[config.mk]
export PLATFORM = sky130hd
export DESIGN_NAME = time_set_ctrl
export DESIGN_NICKNAME = d
export VERILOG_FILES = /design/src/rtl/time_set_ctrl_pkg.sv /design/src/rtl/time_set_ctrl_bcd2_inc.sv /design/src/rtl/time_set_ctrl.sv
export SDC_FILE = /design/constraint.sdc
export NUM_CORES = 1
export LEC_CHECK = 0
export CORE_MARGIN = 2
export CORE_UTILIZATION = 58
export DETAILED_ROUTE_END_ITERATION = 7
export PLACE_DENSITY = 0.83
export RECOVER_POWER = 100
export SLEW_MARGIN = 25
export SYNTH_ARGS = -nofsm -noshare
export SYNTH_HDL_FRONTEND = slang
export SYNTH_HIERARCHICAL = 1
export SYNTH_SLANG_ARGS = --single-unit
[constraint.sdc]
create_clock -name clk -period 4.9 [get_ports clk]
set_input_delay 0.49 -clock clk [delete_from_list [all_inputs] [get_ports clk]]
set_output_delay 0.49 -clock clk [all_outputs]
set_load 0.03 [all_outputs]
[src/rtl/time_set_ctrl_pkg.sv]
// Shared types and constants for the hh:mm:ss time-set controller.
// Field indices address the per-field edit registers: 0 = hour, 1 = minute, 2 = second.
package time_set_ctrl_pkg;

    typedef enum logic [2:0] {
        ST_RUN      = 3'd0,
        ST_SET_HOUR = 3'd1,
        ST_SET_MIN  = 3'd2,
        ST_SET_SEC  = 3'd3,
        ST_COMMIT   = 3'd4
    } state_t;

    localparam logic [3:0] ZERO  = 4'd0;
    localparam logic [3:0] TWO   = 4'd2;
    localparam logic [3:0] THREE = 4'd3;
    localparam logic [3:0] FIVE  = 4'd5;
    localparam logic [3:0] NINE  = 4'd9;

    localparam logic [7:0] HOUR_MAX   = {TWO, THREE};
    localparam logic [7:0] MINSEC_MAX = {FIVE, NINE};

    localparam int FLD_HOUR = 0;
    localparam int FLD_MIN  = 1;
    localparam int FLD_SEC  = 2;

    function automatic logic field_is(input logic [3:0] tens, input logic [3:0] units,
                                      input logic [7:0] value);
        return {tens, units} == value;
    endfunction

endpackage

[src/rtl/time_set_ctrl_bcd2_inc.sv]
// Combinational two-digit BCD incrementer with wrap to 00 at the field maximum.
// Any value at or beyond the maximum, or with a non-BCD units digit, also wraps to 00.
module bcd2_inc
    import time_set_ctrl_pkg::*;
(
    input  logic [3:0] tens,
    input  logic [3:0] units,
    input  logic [3:0] tens_max,
    input  logic [3:0] units_max_at_tens_max,
    output logic [3:0] tens_next,
    output logic [3:0] units_next
);

    logic wrap;

    assign wrap = (tens > tens_max) || (units > NINE) ||
                  ((tens == tens_max) && (units >= units_max_at_tens_max));

    always_comb begin
        tens_next  = tens;
        units_next = units + 4'd1;
        if (wrap) begin
            tens_next  = ZERO;
            units_next = ZERO;
        end else if (units == NINE) begin
            tens_next  = tens + 4'd1;
            units_next = ZERO;
        end
    end

endmodule

[src/rtl/time_set_ctrl.sv]
// Run/set sequencer for the BCD hh:mm:ss counter bank: cascades count enables in RUN,
// edits shadow hour/minute/second registers in SET, and strobes a load on commit.
module time_set_ctrl
    import time_set_ctrl_pkg::*;
#(
    parameter int TIMEOUT_TICKS = 30,
    parameter int BLINK_TICKS   = 1
) (
    input  logic       clk,
    input  logic       rst,
    input  logic       sec_tick,
    input  logic       mode_btn,
    input  logic       inc_btn,
    input  logic [3:0] cur_sec0,
    input  logic [3:0] cur_sec1,
    input  logic [3:0] cur_min0,
    input  logic [3:0] cur_min1,
    input  logic [3:0] cur_hour0,
    input  logic [3:0] cur_hour1,
    output logic [2:0] count_enable,
    output logic       load_value_enable,
    output logic [3:0] ld_sec0,
    output logic [3:0] ld_sec1,
    output logic [3:0] ld_min0,
    output logic [3:0] ld_min1,
    output logic [3:0] ld_hour0,
    output logic [3:0] ld_hour1,
    output logic [2:0] mode,
    output logic       blink
);

    localparam logic [7:0] TIMEOUT_LAST = 8'(TIMEOUT_TICKS - 1);
    localparam logic [7:0] BLINK_LAST   = 8'(BLINK_TICKS - 1);

    state_t     state_reg;
    logic [2:0] mode_reg;
    logic       load_reg;
    logic [7:0] timeout_reg;
    logic [7:0] blink_cnt_reg;
    logic       blink_phase_reg;
    logic       blink_force_reg;
    logic [3:0] tens_reg  [3];
    logic [3:0] units_reg [3];
    logic [3:0] tens_inc  [3];
    logic [3:0] units_inc [3];

    generate
        for (genvar gi = 0; gi < 3; gi++) begin : g_inc
            bcd2_inc u_inc (
                .tens                  (tens_reg[gi]),
                .units                 (units_reg[gi]),
                .tens_max              ((gi == FLD_HOUR) ? HOUR_MAX[7:4] : MINSEC_MAX[7:4]),
                .units_max_at_tens_max ((gi == FLD_HOUR) ? HOUR_MAX[3:0] : MINSEC_MAX[3:0]),
                .tens_next             (tens_inc[gi]),
                .units_next            (units_inc[gi])
            );
        end
    endgenerate

    always_comb begin
        count_enable = 3'b000;
        if (state_reg == ST_RUN) begin
            count_enable[0] = sec_tick;
            count_enable[1] = sec_tick && field_is(cur_sec1, cur_sec0, MINSEC_MAX);
            count_enable[2] = count_enable[1] && field_is(cur_min1, cur_min0, MINSEC_MAX);
        end
    end

    // mode_reg is one-hot over the field index, so it doubles as the edit-field select.
    always_ff @(posedge clk) begin
        if (rst) begin
            state_reg       <= ST_RUN;
            mode_reg        <= 3'b000;
            load_reg        <= 1'b0;
            timeout_reg     <= '0;
            blink_cnt_reg   <= '0;
            blink_phase_reg <= 1'b0;
            blink_force_reg <= 1'b0;
            for (int i = 0; i < 3; i++) begin
                tens_reg[i]  <= ZERO;
                units_reg[i] <= ZERO;
            end
        end else begin
            load_reg        <= 1'b0;
            blink_force_reg <= 1'b0;
            case (state_reg)
                ST_RUN: begin
                    blink_cnt_reg   <= '0;
                    blink_phase_reg <= 1'b0;
                    if (mode_btn) begin
                        state_reg           <= ST_SET_HOUR;
                        mode_reg            <= 3'b001;
                        timeout_reg         <= '0;
                        tens_reg[FLD_HOUR]  <= cur_hour1;
                        units_reg[FLD_HOUR] <= cur_hour0;
                        tens_reg[FLD_MIN]   <= cur_min1;
                        units_reg[FLD_MIN]  <= cur_min0;
                        tens_reg[FLD_SEC]   <= cur_sec1;
                        units_reg[FLD_SEC]  <= cur_sec0;
                    end
                end
                ST_SET_HOUR, ST_SET_MIN, ST_SET_SEC: begin
                    if (sec_tick) begin
                        if (blink_cnt_reg == BLINK_LAST) begin
                            blink_cnt_reg   <= '0;
                            blink_phase_reg <= !blink_phase_reg;
                        end else begin
                            blink_cnt_reg <= blink_cnt_reg + 8'd1;
                        end
                    end
                    if (mode_btn) begin
                        timeout_reg <= '0;
                        mode_reg    <= {mode_reg[1:0], 1'b0};
                        case (state_reg)
                            ST_SET_HOUR: state_reg <= ST_SET_MIN;
                            ST_SET_MIN:  state_reg <= ST_SET_SEC;
                            default: begin
                                state_reg <= ST_COMMIT;
                                load_reg  <= 1'b1;
                            end
                        endcase
                    end else if (inc_btn) begin
                        timeout_reg     <= '0;
                        blink_force_reg <= 1'b1;
                        for (int i = 0; i < 3; i++) begin
                            if (mode_reg[i]) begin
                                tens_reg[i]  <= tens_inc[i];
                                units_reg[i] <= units_inc[i];
                            end
                        end
                    end else if (sec_tick) begin
                        if (timeout_reg == TIMEOUT_LAST) begin
                            state_reg   <= ST_RUN;
                            mode_reg    <= 3'b000;
                            timeout_reg <= '0;
                        end else begin
                            timeout_reg <= timeout_reg + 8'd1;
                        end
                    end
                end
                default: begin
                    state_reg       <= ST_RUN;
                    mode_reg        <= 3'b000;
                    blink_cnt_reg   <= '0;
                    blink_phase_reg <= 1'b0;
                end
            endcase
        end
    end

    assign load_value_enable = load_reg;
    assign mode              = mode_reg;
    assign blink             = (|mode_reg) && (blink_phase_reg || blink_force_reg);

    assign ld_hour1 = tens_reg[FLD_HOUR];
    assign ld_hour0 = units_reg[FLD_HOUR];
    assign ld_min1  = tens_reg[FLD_MIN];
    assign ld_min0  = units_reg[FLD_MIN];
    assign ld_sec1  = tens_reg[FLD_SEC];
    assign ld_sec0  = units_reg[FLD_SEC];

endmodule

## After elaboration in Yosys (flattened, before gate mapping)

Memories as Yosys holds them, arrays and structs flattened.
Index checks and enable logic that the tools add are counted.

| word-level totals | value |
|---|---|
| flip-flop bits (word level) | 25 |
| memory bits (writable) | 24 |
| input bits | 29 |
| output and inout bits | 32 |
| logic and storage cells | 150 |
| memories | 2 |

Memories:

| memory | depth | bits a word | read ports | clocked after memory_dff | wr ports | line | text |
|---|---|---|---|---|---|---|---|
| tens_reg | 3 | 4 | 3 | 0 | 3 | time_set_ctrl.sv:42 | `logic [3:0] tens_reg [3];` |
| units_reg | 3 | 4 | 3 | 0 | 3 | time_set_ctrl.sv:43 | `logic [3:0] units_reg [3];` |

| operators by class | value |
|---|---|
| add/sub/neg operators | 8 |
| order comparisons | 9 |
| equal/unequal tests | 17 |
| muxes and demuxes | 67 |
| bitwise operators | 14 |
| reduce and logical (&&, ||, !) cells | 26 |

Operators by type and width:

| cell | number |
|---|---|
| $mux W4 | 24 |
| $mux W8 | 6 |
| $mux W1 | 26 |
| $add A4 B1 Y4 const B | 6 |
| $mux W3 | 7 |
| $pmux W3 S2 | 3 |
| $add A8 B1 Y8 const B | 2 |
| $eq A8 B7 Y1 const B | 2 |
| $pmux W8 S2 | 1 |
| $eq A4 B4 Y1 const B | 3 |
| $gt A4 B4 Y1 const B | 3 |
| $or A1 B1 Y1 | 12 |
| $reduce_or A3 Y1 | 4 |
| $ne A3 B3 Y1 const B | 3 |
| $eq A4 B3 Y1 const B | 2 |
| $eq A8 B5 Y1 const B | 1 |
| $ge A4 B4 Y1 const B | 2 |
| $gt A4 B3 Y1 const B | 2 |
| $logic_not A8 Y1 | 1 |
| $logic_or A1 B1 Y1 | 7 |
| $eq A3 B2 Y1 const B | 2 |
| $logic_and A1 B1 Y1 | 6 |
| $eq A4 B2 Y1 const B | 1 |
| $ge A4 B2 Y1 const B | 1 |
| 12 further kinds | 14 |

## Depth between registers and ports, before layout

| logic depth | value |
|---|---|
| depth after elaboration | 7 |
| gate-level depth with buffers | 7 |
| depth with buffers taken out | 7 |

## Hierarchy

Netlist, hierarchy kept.

By module, submodules not included:

| module | times used | cells each | area each (um2) |
|---|---|---|---|
| time_set_ctrl | 1 | 204 | 2304.7 |
| bcd2_inc | 3 | 49 | 389.1 |

## Worst setup path after synthesis

No wires, ideal clock.

| timing | value |
|---|---|
| path kind | input port to output port |
| from | input sec_tick |
| to | output count_enable[2] |
| data arrival time | 2.600 ns |
| required time | 4.410 ns |
| slack | 1.810 ns |
| stages on the path | 4 |
| buffers on the path | 1 |
| cells stage by stage | buf_4 nor4b_1 and3_1 and3_1 |

| between the ends | value |
|---|---|
| word-level cells in the longest chain between the ends | 3 |

RTL lines:

| element | line | text |
|---|---|---|
| start: declaration | time_set_ctrl.sv:11 | `input logic sec_tick,` |
| $logic_and A1 B1 Y1 | time_set_ctrl.sv:64 | `count_enable[1] = sec_tick && field_is(cur_sec1, cur_sec0, MINSEC_MAX);` |
| $logic_and A1 B1 Y1 | time_set_ctrl.sv:65 | `count_enable[2] = count_enable[1] && field_is(cur_min1, cur_min0, MINSEC_MAX);` |
| $mux W3 | time_set_ctrl.sv:62 | `if (state_reg == ST_RUN) begin` |
| end: declaration | time_set_ctrl.sv:20 | `output logic [2:0] count_enable,` |

No other way between the ends.

## Worst setup path in the final report

Same ends and word-level chain as after synthesis.

==> results_dict.tcl <==
set metrics [dict create \
    yosysWarnings 6 \
    min_period_over_period 0.6729 \
    wirelength_mm 7.745 \
    finalCriticalPeriod_ns 3.297 \
    start_kind "input port" \
    grt_pass1_wl_mm 12.96 \
    tightest_slew_ns 0.9180 \
    synth_edf_count 24 \
    grt_usage 0.2507 \
    port_buffers 60 \
    hp-class "reg -> reg" \
    drv_cap 0 \
    avgSynthCellArea_sq_um 9.892 \
    htreeDepth 2 \
    vias 2942 \
    clock_latency_ns 0.31 \
    drtIter0Drc 138 \
    cts.sinks 49 \
    yosysTopAreaCell "edfxtp_1" \
    rsz0062_at_grt "no" \
    vias_per_cell 5.826 \
    yosys-top-cells-count "ha_1, inv_1, dfxtp_1" \
    core-area_sq_um 5851 \
    cpMaxStageDelayCell "dlygate4sd3_1" \
    ys_async_sr_fraction 0 \
    outcome "finished, final reports clean" \
    ys_top_cells_by_area "edfxtp_1, dfxtp_1, ha_1" \
    synth_top_area_share 0.2076 \
    use_met2 0.4402 \
    die_h_um 81.37 \
    overflow 0 \
    cts.repair.resized 0 \
    setup_viol 0 \
    hpwlAfterDp_mm 5.770 \
    path_clk_slew_ns 0.09 \
    dieArea_sq_um 6621 \
    end_kind "primary output" \
    powerDensity_nw_per_um2 244.9 \
    synth_flop_cell "dfxtp_1" \
    rows 28 \
    max_stage_delay_ns 0.77 \
    crit_arrival_ns 2.81 \
    cts_tree "yes" \
    drc 0 \
    start_util 0.5935 \
    hold_viol 0 \
    placed_cell_area_sq_um 4173 \
    cp_cell_sequence "dlygate4sd3_1 -> nor4b_1 -> and3_1 -> and3_1 -> dlygate4sd3_1" \
    post_cts_buffers 0 \
    drive_gt1_frac 0.06279 \
    grtUsageMet1 0.3202 \
    diodes 0 \
    slew_headroom 0.3880 \
    yosysMostFrequentCell "ha_1" \
    io-pin-count 61 \
    cp_max_fo 10 \
    fin_util 0.7312 \
    fin_skew_ns 0.01139 \
    place_congestion 0.8356 \
    chipWidth_um 81.37 \
    fmax_ghz 0.3033 \
    ys_types 52 \
    area_growth_pct 23.21 \
    reg2reg_slack_ns 2.69 \
    grt_pass1_vias 2762 \
    seq_area_frac_synth 0.3517 \
    cts_max_path_buffers 2 \
    required_ns 4.41 \
    synthCells 351 \
    grt_start_max_net_pins 26 \
    nNetsFinal 489 \
    peakVddDrop_mv 0.1502 \
    design_area_sq_um 4278 \
    cts_root_buffer "clkbuf_8" \
    wl_per_cell_um 15.34 \
    drv_slew 0 \
    drtAntennaViolNets 0 \
    hold_buffers 0 \
    syn_area_sq_um 3472 \
    antenna_found_initial 0 \
    grt_use_met3 0.04556 \
    finalSetupTns_ns 0 \
    crit_type "in -> out" \
    first_pass_iters 4 \
    leakage_uw 0.001709 \
    synth_seq_cells 49 \
    grt_busiest_layer "met2" \
    cts-buffers-inserted 5 \
]
==> cell usage in the layout (no fill, tap or decap), types with 6 or more instances in the layout <==
master | netlist | layout
nor3_1 | 8 | 8
ha_1 | 31 | 31
xnor2_1 | 12 | 12
xor2_1 | 16 | 16
dfxtp_1 | 25 | 25
conb_1 | 2 | 24
clkdlybuf4s50_1 | 0 | 25
inv_1 | 29 | 29
dlygate4sd3_1 | 0 | 35
edfxtp_1 | 24 | 24
a21oi_1 | 12 | 12
nor2_1 | 24 | 24
a211oi_1 | 22 | 22
nand2_1 | 17 | 17
o21ai_0 | 7 | 7
a22o_1 | 24 | 24
nand2b_1 | 6 | 6
nand4_1 | 7 | 7
==> logic make-up after synthesis <==
family,share of synthesized area
AOI/OAI and AO/OA,0.2162
xor gates and xnor gates,0.07063
adders and majority gates,0.1117
buffers and inverters,0.05549
DFF,0.3517
muxes,0.01441
other,0.002163
and+or+nand+nor,0.1777
==> power by group <==
group / switching [uW] / internal, uW
registers: 34.0 / 455
clock network: 133 / 151
logic: 155 / 119
==> area by class of cell <==
| type | count | area (sq um) |
|---|---|---|
| Multi-Input combinational cell | 283 | 2140 |
| Timing Repair Buffer | 61 | 608.1 |
| Sequential cell | 49 | 1221 |
| Fill cell | 458 | 1573 |
| Clock inverter | 2 | 33.78 |
| Inverter | 29 | 108.9 |
| Clock buffer | 6 | 72.57 |
| Tap cell | 75 | 93.84 |
==> path summary, 6_finish.rpt <==
| kind | from | to | depth (start not counted) |
|---|---|---|---|
| worst max-delay path | sec_tick | count_enable[2] | 5 |
| worst min-delay path | timeout_reg[7]$_SDFFE_PP0P_ | timeout_reg[7]$_SDFFE_PP0P_ | 2 |
| worst max register to register | units_reg[0][8]$_DFFE_PP_ | units_reg[0][10]$_DFFE_PP_ | 7 |
| worst min register to register | timeout_reg[7]$_SDFFE_PP0P_ | timeout_reg[7]$_SDFFE_PP0P_ | 2 |
==> metal layers <==
metal | wire, um | vias to the layer above | part of all wire
met5 | 0 | - | 0
li1 | - | 1451 | -
met3 | 382 | 11 | 0.049
met2 | 3972 | 81 | 0.51
met1 | 3287 | 1399 | 0.42
met4 | 102 | 0 | 0.013
==> worst max-delay path: cells and delay by family <==
family                 cells  cell delay, ns
buffers and inverters      2            1.50
AND/OR/NAND/NOR            3            0.81
==> through the flow <==
step	worst slack [ns]	instances	total power [uW]	hold slack [ns]
after global routing	1.449	505	1098	0.5474
final	1.603	505	1048	0.5048
after floorplan	1.810	373	677.9	0.4705
after global placement	1.738	497	767.8	0.4893
after detailed placement	1.732	497	776.4	0.4951
after CTS	1.714	505	1061	0.5092
Power figures use the tool's default switching activity.
==> edit 1, RTL diff (same flow settings) <==
Put a register stage on the outputs `ld_sec0`, `ld_sec1`, `ld_min0`, `ld_min1`, `ld_hour0`, `ld_hour1` and `blink`, cleared by the reset. The values now appear one clock later. The other outputs are not delayed to match.
--- a/src/rtl/time_set_ctrl.sv
+++ b/src/rtl/time_set_ctrl.sv
@@ -150,14 +150,26 @@
 
     assign load_value_enable = load_reg;
     assign mode              = mode_reg;
-    assign blink             = (|mode_reg) && (blink_phase_reg || blink_force_reg);
+    always_ff @(posedge clk) begin
+        if (rst) begin
+            ld_sec0  <= '0;
+            ld_sec1  <= '0;
+            ld_min0  <= '0;
+            ld_min1  <= '0;
+            ld_hour0 <= '0;
+            ld_hour1 <= '0;
+            blink    <= '0;
+        end else begin
+            ld_sec0  <= units_reg[FLD_SEC];
+            ld_sec1  <= tens_reg[FLD_SEC];
+            ld_min0  <= units_reg[FLD_MIN];
+            ld_min1  <= tens_reg[FLD_MIN];
+            ld_hour0 <= units_reg[FLD_HOUR];
+            ld_hour1 <= tens_reg[FLD_HOUR];
+            blink    <= (|mode_reg) && (blink_phase_reg || blink_force_reg);
+        end
+    end
 
-    assign ld_hour1 = tens_reg[FLD_HOUR];
-    assign ld_hour0 = units_reg[FLD_HOUR];
-    assign ld_min1  = tens_reg[FLD_MIN];
-    assign ld_min0  = units_reg[FLD_MIN];
-    assign ld_sec1  = tens_reg[FLD_SEC];
-    assign ld_sec0  = units_reg[FLD_SEC];
 
 endmodule
 
Function: changed (a bounded check fails within 4 cycles, from zero or initial values and one cycle with rst high).
==> edit 1 against the original RTL <==
  * The run now ends with max-capacitance violations, max-slew violations left
  * Sequential power grew 62%
  * Combinational power grew 72%
  * Sequential cell count grew 25
  * Area after synthesis is 19% higher
  * Power grew 66%
  * Setup slack worse by 6.6 ps
  * Cell area increased by 18%
  * Count of clock-buffer cells in the layout is 8 higher
  * Routed wire length grew 10%
==> edit 1: results (changes against the original RTL) <==
Max-cap violations = 1 (+1)
Failing checks = max-capacitance violations, max-slew violations
Slew Limit Fails = 34 (+34)
Library cells used by synthesis = 53 (+1.9%)
Main area contributors after synthesis = dfxtp_1, edfxtp_1, ha_1
Metal-1 WL = 3810 um (+16%)
Status = finished, violations left
DRC violation total after the first TritonRoute iteration = 115 (-17%)
NumNets Final = 543 (+11%)
Routability cong. = 0.8108 (-3.0%)
Clock-cell share = 0.03911 (+0.01425)
Num CTS Buffers = 9 (+4)
P_leak = 2.055 nW (+20%)
DR WL met2 = 4256 um (+7.2%)
Met3 Wirelength = 335 um (-12%)
Seq/total area = 0.3406 (+0.05513)
Core area = 0.006832 mm2 (+17%)
Largest net degree at the start of global routing = 34 (+31%)
Clk slew on worst S/H paths = 70 ps (-20 ps)
Worst skew pair latency = 340 ps (+30 ps)
Met3 GRT Util = 0.04851 (+0.002952)
Filler cell count in the final layout = 544 (+19%)
NonClk Buf Share = 0.1218 (-0.02036)
Worst EP arrival = 3400 ps (+590 ps)
CP peak stage delay = 1240 ps (+470 ps)
Critical path's slowest cell = clkbuf_1
Commonest cells post-synth = dfxtp_1, ha_1, inv_1, nor2b_1, a22o_1
Met2 Usage GRT = 0.3958 (-0.04440)
Mapped Cells = 398 (+13%)
Design Area, Final = 0.005055 mm2 (+18%)
edit 1: changes by cell type after synthesis, moves of 3 or more:
cell,unedited run,this run
dfxtp_1,25,50
nor2b_1,4,28
nor2_1,24,19
and4_1,3,0
edit 1: power by group:
part           internal [W]  switching, W  leakage, nW
Clock              0.000263      0.000213        0.101
Combinational      0.000208      0.000264         1.29
Sequential         0.000713     0.0000782        0.666
edit 1: worst paths after layout:
| kind | startpoint | end | slack, ps | depth (start not counted) |
|---|---|---|---|---|
| setup reg to reg | state_reg[1]$_SDFFE_PP0P_ | tens_reg[0][10]$_DFFE_PP_ | 2530 | 5 |
| setup / recovery | rst | tens_reg[0][10]$_DFFE_PP_ | 1600 | 5 |
| hold / removal | blink_force_reg$_SDFF_PP0_ | blink$_SDFF_PP0_ | 480 | 2 |
| hold reg to reg | blink_force_reg$_SDFF_PP0_ | blink$_SDFF_PP0_ | 480 | 2 |
edit 1: critical path: cells and delay by family:
kind / cells / cell delay, ps
compound gates: 1 / 330
buf+inv: 3 / 2370
simple gates: 1 / 200
==> edit 2, RTL diff (same settings) <==
Made on the original files. Change the parameter `TIMEOUT_TICKS` from 30 to 15.
--- a/src/rtl/time_set_ctrl.sv
+++ b/src/rtl/time_set_ctrl.sv
@@ -3,7 +3,7 @@
 module time_set_ctrl
     import time_set_ctrl_pkg::*;
 #(
-    parameter int TIMEOUT_TICKS = 30,
+    parameter int TIMEOUT_TICKS = 15,
     parameter int BLINK_TICKS   = 1
 ) (
     input  logic       clk,
Check against the original RTL: no difference found for any inputs over 4 cycles, from zero or initial values and one cycle with rst high; that may be too few to reach the edited logic, so the function may still have changed.
==> edit 2 against the original RTL <==
  * The flow now finishes with violations (max-capacitance violations)
  * Area after synthesis down 0.61%
  * Setup slack got worse by 190 ps
  * Routed wire length decreased by 0.76%
  * Power decreased by 4.3%
  * Cell area decreased by 0.64%
  * Core utilization decreased by 0.47 points
  * Sequential cell count stayed put
  * Die area down 0.58%
  * Highest routed layer unchanged
==> edit 2: results (changes against the original RTL) <==
Seq_cells = 49 (unchanged)
P per Cell Area = 236.0 mW/mm2 (-3.6%)
Failing checks = max-capacitance violations
P&R area growth vs syn = 23.17% (about the same)
Clock-cell share = 0.01972 (-0.005138)
Metal-1 WL = 3363 um (+2.3%)
Top Layer Used = met4
DR WL met2 = 3885 um (-2.2%)
Sequential Power Share = 0.490 (+0.023)
Library cells used by synthesis = 49 (-5.8%)
Routability cong. = 0.8295 (-0.73%)
DP Area = 0.004185 mm2 (+0.30%)
NonClk Buf Share = 0.1422 (about the same)
Routed WL = 7686 um (-0.76%)
Sw power = 0.0003277 W (+1.6%)
M1 GR Usage = 0.2973 (-0.02291)
CLK BUF = 7 (+1)
Mapped Avg Cell Area = 9.859 um2 (-0.33%)
Status = finished, violations left
First-pass GRT wire length = 12560 um (-3.1%)
Via count = 2938 (-0.14%)
Slew headroom = 0.01845 (-0.3695)
Worst EP arrival = 3660 ps (+850 ps)
CP max FO = 16 (+6)
Met2 Usage GRT = 0.4347 (-0.005453)
Max VDD drop = 208.7 uV (+39%)
Max-cap violations = 1 (+1)
Pre-CTS setup slack = 1650 ps (-81.82 ps)
Number of enable flip-flop cells after synthesis = 24 (unchanged)
Met3 GRT Util = 0.04667 (+0.001111)
Seq/total area = 0.2873 (+0.001848)
Fraction of layout cells with a size suffix above 1 = 0.05581 (-0.006977)
Clk. pwr = 0.000239 W (-16%)
Main area contributors after synthesis = edfxtp_1, dfxtp_1, ha_1
DRC violation total after the first TritonRoute iteration = 125 (-9.4%)
Filler cell count in the final layout = 452 (-1.3%)
Final Skew = 9.434 ps (-1.961 ps)
Fraction of the yosys area taken by sequential cells = 0.3539 (+0.002168)
HPWL Detailed = 5855 um (+1.5%)
Multi-input combinational area share = 0.5031 (+0.002944)
Design Area, Final = 0.004250 mm2 (-0.64%)
==> edit 2: final timing paths <==
path | startpoint | end | slack (ps) | cells past startpoint
worst max-delay path | mode_btn | tens_reg[0][9]$_DFFE_PP_ | 1410 | 5
worst min-delay path | timeout_reg[7]$_SDFFE_PP0P_ | timeout_reg[7]$_SDFFE_PP0P_ | 500 | 2
worst max register to register | state_reg[2]$_SDFFE_PP0P_ | tens_reg[0][9]$_DFFE_PP_ | 1760 | 4
worst min register to register | timeout_reg[7]$_SDFFE_PP0P_ | timeout_reg[7]$_SDFFE_PP0P_ | 500 | 2
==> edit 2: kinds of logic after synthesis <==
group           after synthesis  share of synthesized area
fa+ha+maj                    31                     0.1124
other cells                   2                   0.002176
mux                           5                    0.01450
compound gates               94                     0.2223
flops                        49                     0.3539
simple gates                101                     0.1777
xor+xnor                     28                    0.07107
buf+inv                      40                    0.04604
==> edit 2: critical path, stage by stage <==
cell,delay [ps]
dlygate4sd3_1,690
or2_2,370
nor4_1,1200
clkbuf_1,650
a22o_1,260
